--- src/rtl/pwm_pkg.sv ---
// Shared constants for the PWM peripheral and its prescaler.
// Counter width, full-duty code, output count, default prescale.
package pwm_pkg;

    localparam int          PWM_CNT_W            = 8;
    localparam logic [7:0]  DUTY_FULL            = 8'hFF;
    localparam int          NUM_OUTPUTS          = 16;
    localparam int          DEFAULT_PRESCALE_DIV = 3000;

endpackage

--- src/rtl/pwm_prescaler.sv ---
// Prescaler: emits a one-clk tick every PRESCALE_DIV clocks.
// Ports: clk, rst_n (async active-low), tick (combinational from count).
module pwm_prescaler
    import pwm_pkg::*;
#(
    parameter int PRESCALE_DIV = DEFAULT_PRESCALE_DIV,
    parameter int PRESCALE_W   = 16
) (
    input  logic clk,
    input  logic rst_n,
    output logic tick
);

    localparam logic [PRESCALE_W-1:0] LP_LAST =
        PRESCALE_W'(PRESCALE_DIV - 1);

    logic [PRESCALE_W-1:0] r_pre_cnt;

    // With PRESCALE_DIV = 1 the count stays at 0 and tick is constant.
    assign tick = (r_pre_cnt == LP_LAST);

    always_ff @(posedge clk or negedge rst_n) begin
        if (!rst_n) begin
            r_pre_cnt <= '0;
        end else if (tick) begin
            r_pre_cnt <= '0;
        end else begin
            r_pre_cnt <= r_pre_cnt + PRESCALE_W'(1);
        end
    end

endmodule

--- src/rtl/pwm_peripheral.sv ---
// PWM peripheral: shared 8-bit PWM counter, double-buffered duty,
// per-output off/static-high/PWM select, registered 16-bit outputs.
// Ports: clk, rst_n, en_reg_out_*, en_reg_pwm_*, pwm_duty_cycle,
// out[15:0], period_start (one-clk pulse at counter wrap).
module pwm_peripheral
    import pwm_pkg::*;
#(
    parameter int PRESCALE_DIV = DEFAULT_PRESCALE_DIV,
    parameter int PRESCALE_W   = 16
) (
    input  logic                   clk,
    input  logic                   rst_n,
    input  logic [7:0]             en_reg_out_7_0,
    input  logic [7:0]             en_reg_out_15_8,
    input  logic [7:0]             en_reg_pwm_7_0,
    input  logic [7:0]             en_reg_pwm_15_8,
    input  logic [7:0]             pwm_duty_cycle,
    output logic [NUM_OUTPUTS-1:0] out,
    output logic                   period_start
);

    logic                   w_tick;
    logic                   w_wrap;
    logic                   w_pwm;
    logic [NUM_OUTPUTS-1:0] w_en_out;
    logic [NUM_OUTPUTS-1:0] w_en_pwm;
    logic [NUM_OUTPUTS-1:0] w_next_out;

    logic [PWM_CNT_W-1:0]   r_cnt;
    logic [PWM_CNT_W-1:0]   r_duty_q;
    logic [NUM_OUTPUTS-1:0] r_out;
    logic                   r_period_start;

    pwm_prescaler #(
        .PRESCALE_DIV (PRESCALE_DIV),
        .PRESCALE_W   (PRESCALE_W)
    ) u_prescaler (
        .clk   (clk),
        .rst_n (rst_n),
        .tick  (w_tick)
    );

    assign w_wrap = w_tick && (r_cnt == '1);

    // Full duty is special-cased so the cnt == 255 tick stays high.
    assign w_pwm = (r_duty_q == DUTY_FULL) || (r_cnt < r_duty_q);

    assign w_en_out = {en_reg_out_15_8, en_reg_out_7_0};
    assign w_en_pwm = {en_reg_pwm_15_8, en_reg_pwm_7_0};

    // Disabled outputs are low regardless of PWM mode.
    assign w_next_out = w_en_out & (~w_en_pwm | {NUM_OUTPUTS{w_pwm}});

    always_ff @(posedge clk or negedge rst_n) begin
        if (!rst_n) begin
            r_cnt          <= '0;
            r_duty_q       <= '0;
            r_out          <= '0;
            r_period_start <= 1'b0;
        end else begin
            r_out          <= w_next_out;
            r_period_start <= w_wrap;
            if (w_tick) begin
                r_cnt <= r_cnt + PWM_CNT_W'(1);
            end
            // New duty only takes effect at the period boundary.
            if (w_wrap) begin
                r_duty_q <= pwm_duty_cycle;
            end
        end
    end

    assign out          = r_out;
    assign period_start = r_period_start;

endmodule

--- config.mk ---
export PLATFORM = sky130hd
export DESIGN_NAME = pwm_peripheral
export DESIGN_NICKNAME = d
export VERILOG_FILES = /design/src/rtl/pwm_pkg.sv /design/src/rtl/pwm_prescaler.sv /design/src/rtl/pwm_peripheral.sv
export SDC_FILE = /design/constraint.sdc
export NUM_CORES = 1
export LEC_CHECK = 0
export ABC_CLOCK_PERIOD_IN_PS = 3000
export BUFFER_PORTS_ARGS = -buffer_cell sky130_fd_sc_hd__buf_4
export CAP_MARGIN = 10
export CORE_ASPECT_RATIO = 0.5
export CORE_MARGIN = 2
export CORE_UTILIZATION = 34
export CTS_BUF_LIST = sky130_fd_sc_hd__clkbuf_8
export DETAILED_ROUTE_END_ITERATION = 7
export GPL_TIMING_DRIVEN = 0
export HOLD_SLACK_MARGIN = 0.15
export SYNTH_ARGS = -nofsm -noshare
export SYNTH_HDL_FRONTEND = slang
export SYNTH_SLANG_ARGS = --single-unit
--- constraint.sdc ---
create_clock -name clk -period 3 [get_ports clk]
set_clock_uncertainty 0.05 [all_clocks]
set_input_delay 0.15 -clock clk [delete_from_list [all_inputs] [get_ports clk]]
set_output_delay 0.15 -clock clk [all_outputs]
set_load 0.01 [all_outputs]
==> impl_metrics.yaml <==
outcome:
  status: "finished, final reports clean"
sta:
  fmax_mhz: 363
  tightest_slew_ps: 597
  slew_viol_final: 0
  slew_headroom_pct: 59.9
  fin_crit_ps: 2760
  rsz0062_at_grt: "no"
  setup_tns_ps: 0
  post-route-period-util_pct: 91.9
  final-setup-viol-count: 0
  hold_viol_final: 0
clock_tree:
  tritoncts: "done"
  cts_root_buf: "clkbuf_8"
  post_cts_buffers: 0
  cts.sinks: 49
  clk_pin_slew_ps: 90
  cts_buffer_depth: 2
  htree_num_levels: 2
  cts_buffers: 5
  insertion_delay_ps: 290
setup_path:
  cp.arrival_ps: 2880
  critical_path.top_delay_family: "buffers and inverters"
  crit_buf_inv: 2
  critical_path_required_ps: 3130
  end_kind: "flop"
  worstPathCellList: "ha_1 > and4_1 > o21ai_0 > o32ai_2 > clkbuf_2 > a21boi_0 > dlygate4sd3_1"
  cp_slowest_stage_delay_ps: 580
  critPathMaxFanout: 10
  critPathKind: "flop to flop"
  cpMaxStageDelayCell: "dlygate4sd3_1"
  worst_setup_path_start_kind: "flop"
placed_design:
  port_buffers: 58
  routabilityCongestion: 0.773
  dp_hpwl_um: 3430
  placedInstanceArea_um2: 2800
floorplan:
  core_area_um2: 6230
  row_count: 20
  die_h_um: 61.6
  die_w_um: 119
  start_util_pct: 36.2
  boundaryPins: 59
  die-area_um2: 7350
synth:
  ys.flop_type: "dfrtp_1"
  syn_nets: 241
  synth_edf_count: 0
  synth.avg_cell_area_um2: 11.9
  async_flop_share_pct: 100
  yosys.area.top_type: "dfrtp_1"
  synth_cells: 190
  synth_top_area_share_pct: 54.3
  synth_area_um2: 2260
  synthTopCellsByArea: "dfrtp_1, a21boi_0, ha_1"
  ys_warn_count: 0
  ys_seq_elements: 49
  ys_seq_area_share_pct: 54.3
  synthDistinctLibCells: 37
routing:
  drt_iter0_drc: 77
  ant_nets: 0
  vias: 1824
  drtPass1Iterations: 4
  wl_per_cell_um: 13.3
  drc_errors: 0
  wirelength_um: 5130
  via_per_inst: 4.74
final_layout:
  nets: 347
  area.growth.synth_to_final_pct: 47.6
  multi_input_comb_area_um2: 976
  diodes: 0
  final_common_cell: "buf_4"
  final_cell_area_um2: 3330
  drive_above_1_share_pct: 29.0
  layout_common_cells: "buf_4, dfrtp_1, dlygate4sd3_1"
  n_fill_cell: 541
  regArea_um2: 1230
global_routing:
  antenna_found_initial: 0
  grt_use_total_pct: 14.8
  grt_pass1_wl_um: 8450
  grt_max_degree: 50
  grt_pass1_vias: 1816
  grt_overflow: 0
power:
  worst_ir_drop_vdd_mv: 0.240
  p_sw_uw: 263
  power_density_nw_per_um2: 391
  combPwrFrac_pct: 10.8
  p_leak_nw: 1.59
  sw_frac_of_total_pct: 20.2
  clkPwrFrac_pct: 36.6
  power_mw: 1.30
  internal_power_mw: 1.04
  seqPwrFrac_pct: 52.6
job:
  drv_cap: 0
hold_path:
  hold_class: "primary input to async pin"
## synth_stat cells, types with 2 or more instances
master / instances
nor4_1: 4
buf_2: 2
xor2_1: 12
dfrtp_1: 49
nor3_1: 2
nand2_1: 6
nor2_1: 16
nand4_1: 12
inv_1: 8
xnor2_1: 8
and3_1: 2
nand3_1: 12
mux2_2: 9
and4_1: 3
a21boi_0: 15
ha_1: 9
## final timing paths
kind	start	endpoint	cells after the start	slack, ps
max in group asynchronous	rst_n	r_cnt[0]	2	2110
worst max-delay path	r_cnt[7]	out[5]	7	240
worst min-delay path	rst_n	out[14]	2	390
min in group clk	u_prescaler.r_pre_cnt[15]	u_prescaler.r_pre_cnt[15]	1	430
worst max register to register	r_cnt[7]	out[5]	7	240
worst min register to register	u_prescaler.r_pre_cnt[15]	u_prescaler.r_pre_cnt[15]	1	430
## routing by layer
| metal | track usage (%) | vias to the layer above | wire (µm) |
|---|---|---|---|
| met3 | 3.43 | 2 | 216 |
| met1 | 19.0 | 892 | 2400 |
| met4 | 3.57 | 0 | 34 |
| li1 | - | 890 | - |
| met2 | 26.3 | 40 | 2480 |
| met5 | 0 | - | 0 |
## layout make-up
| cell class | count | share of cell area, % |
|---|---|---|
| clock inverters | 2 | 1.01 |
| repair buffers | 99 | 25.4 |
| clock buffers | 6 | 2.48 |
| plain buffers | 4 | 0.789 |
| inverters | 8 | 0.902 |
| flip-flops and latches | 49 | 36.8 |
| well taps | 88 | 3.31 |
| multi-input cells | 129 | 29.3 |
## registers in the layout (all words and copies together), names as in the netlist
signal and cells:
period_start 1, u_prescaler.r_pre_cnt 16, r_duty_q 8, r_cnt 8, out 16
## power by group through the flow
| stage | clock network (mW) | logic, mW | registers [mW] |
|---|---|---|---|
| 6_report | 0.477 | 0.141 | 0.685 |
| 5_1_grt | 0.523 | 0.154 | 0.686 |
| 4_1_cts | 0.494 | 0.141 | 0.684 |
| 3_5_place_dp | 0 | 0.100 | 0.697 |
| 3_3_place_gp | 0 | 0.0972 | 0.697 |
| 2_1_floorplan | 0 | 0.0199 | 0.702 |
## worst register-to-register path, stage by stage (launching register included)
cell,delay [ps]
dfrtp_1,460
ha_1,350
and4_1,180
o21ai_0,100
o32ai_2,480
clkbuf_2,300
a21boi_0,140
dlygate4sd3_1,580
## through the flow
stage	hold WS (ps)	cells	util [%]	setup WS [ps]
finish	393	385	53.5	244
global route	458	385	53.5	91.2
CTS	381	385	53.4	122
detailed placement	160	336	45.0	636
global placement	156	336	45.0	718
floorplan	-196	190	-	1100
## cells by family after synthesis
logic type	synth area share, %
xor gates and xnor gates	7.76
muxes	4.49
adders and majority gates	4.99
DFF	54.3
buffers and inverters	2.44
and+or+nand+nor	16.9
AOI/OAI and AO/OA	9.09
## repair_timing
action | 4_1_cts | 5_1_grt
resized for setup | 0 | 2
hold endpoints to repair | 73 | 0
setup endpoints to repair | 0 | 7
hold buffers | 41 | 0
Power figures use the tool's default switching activity.
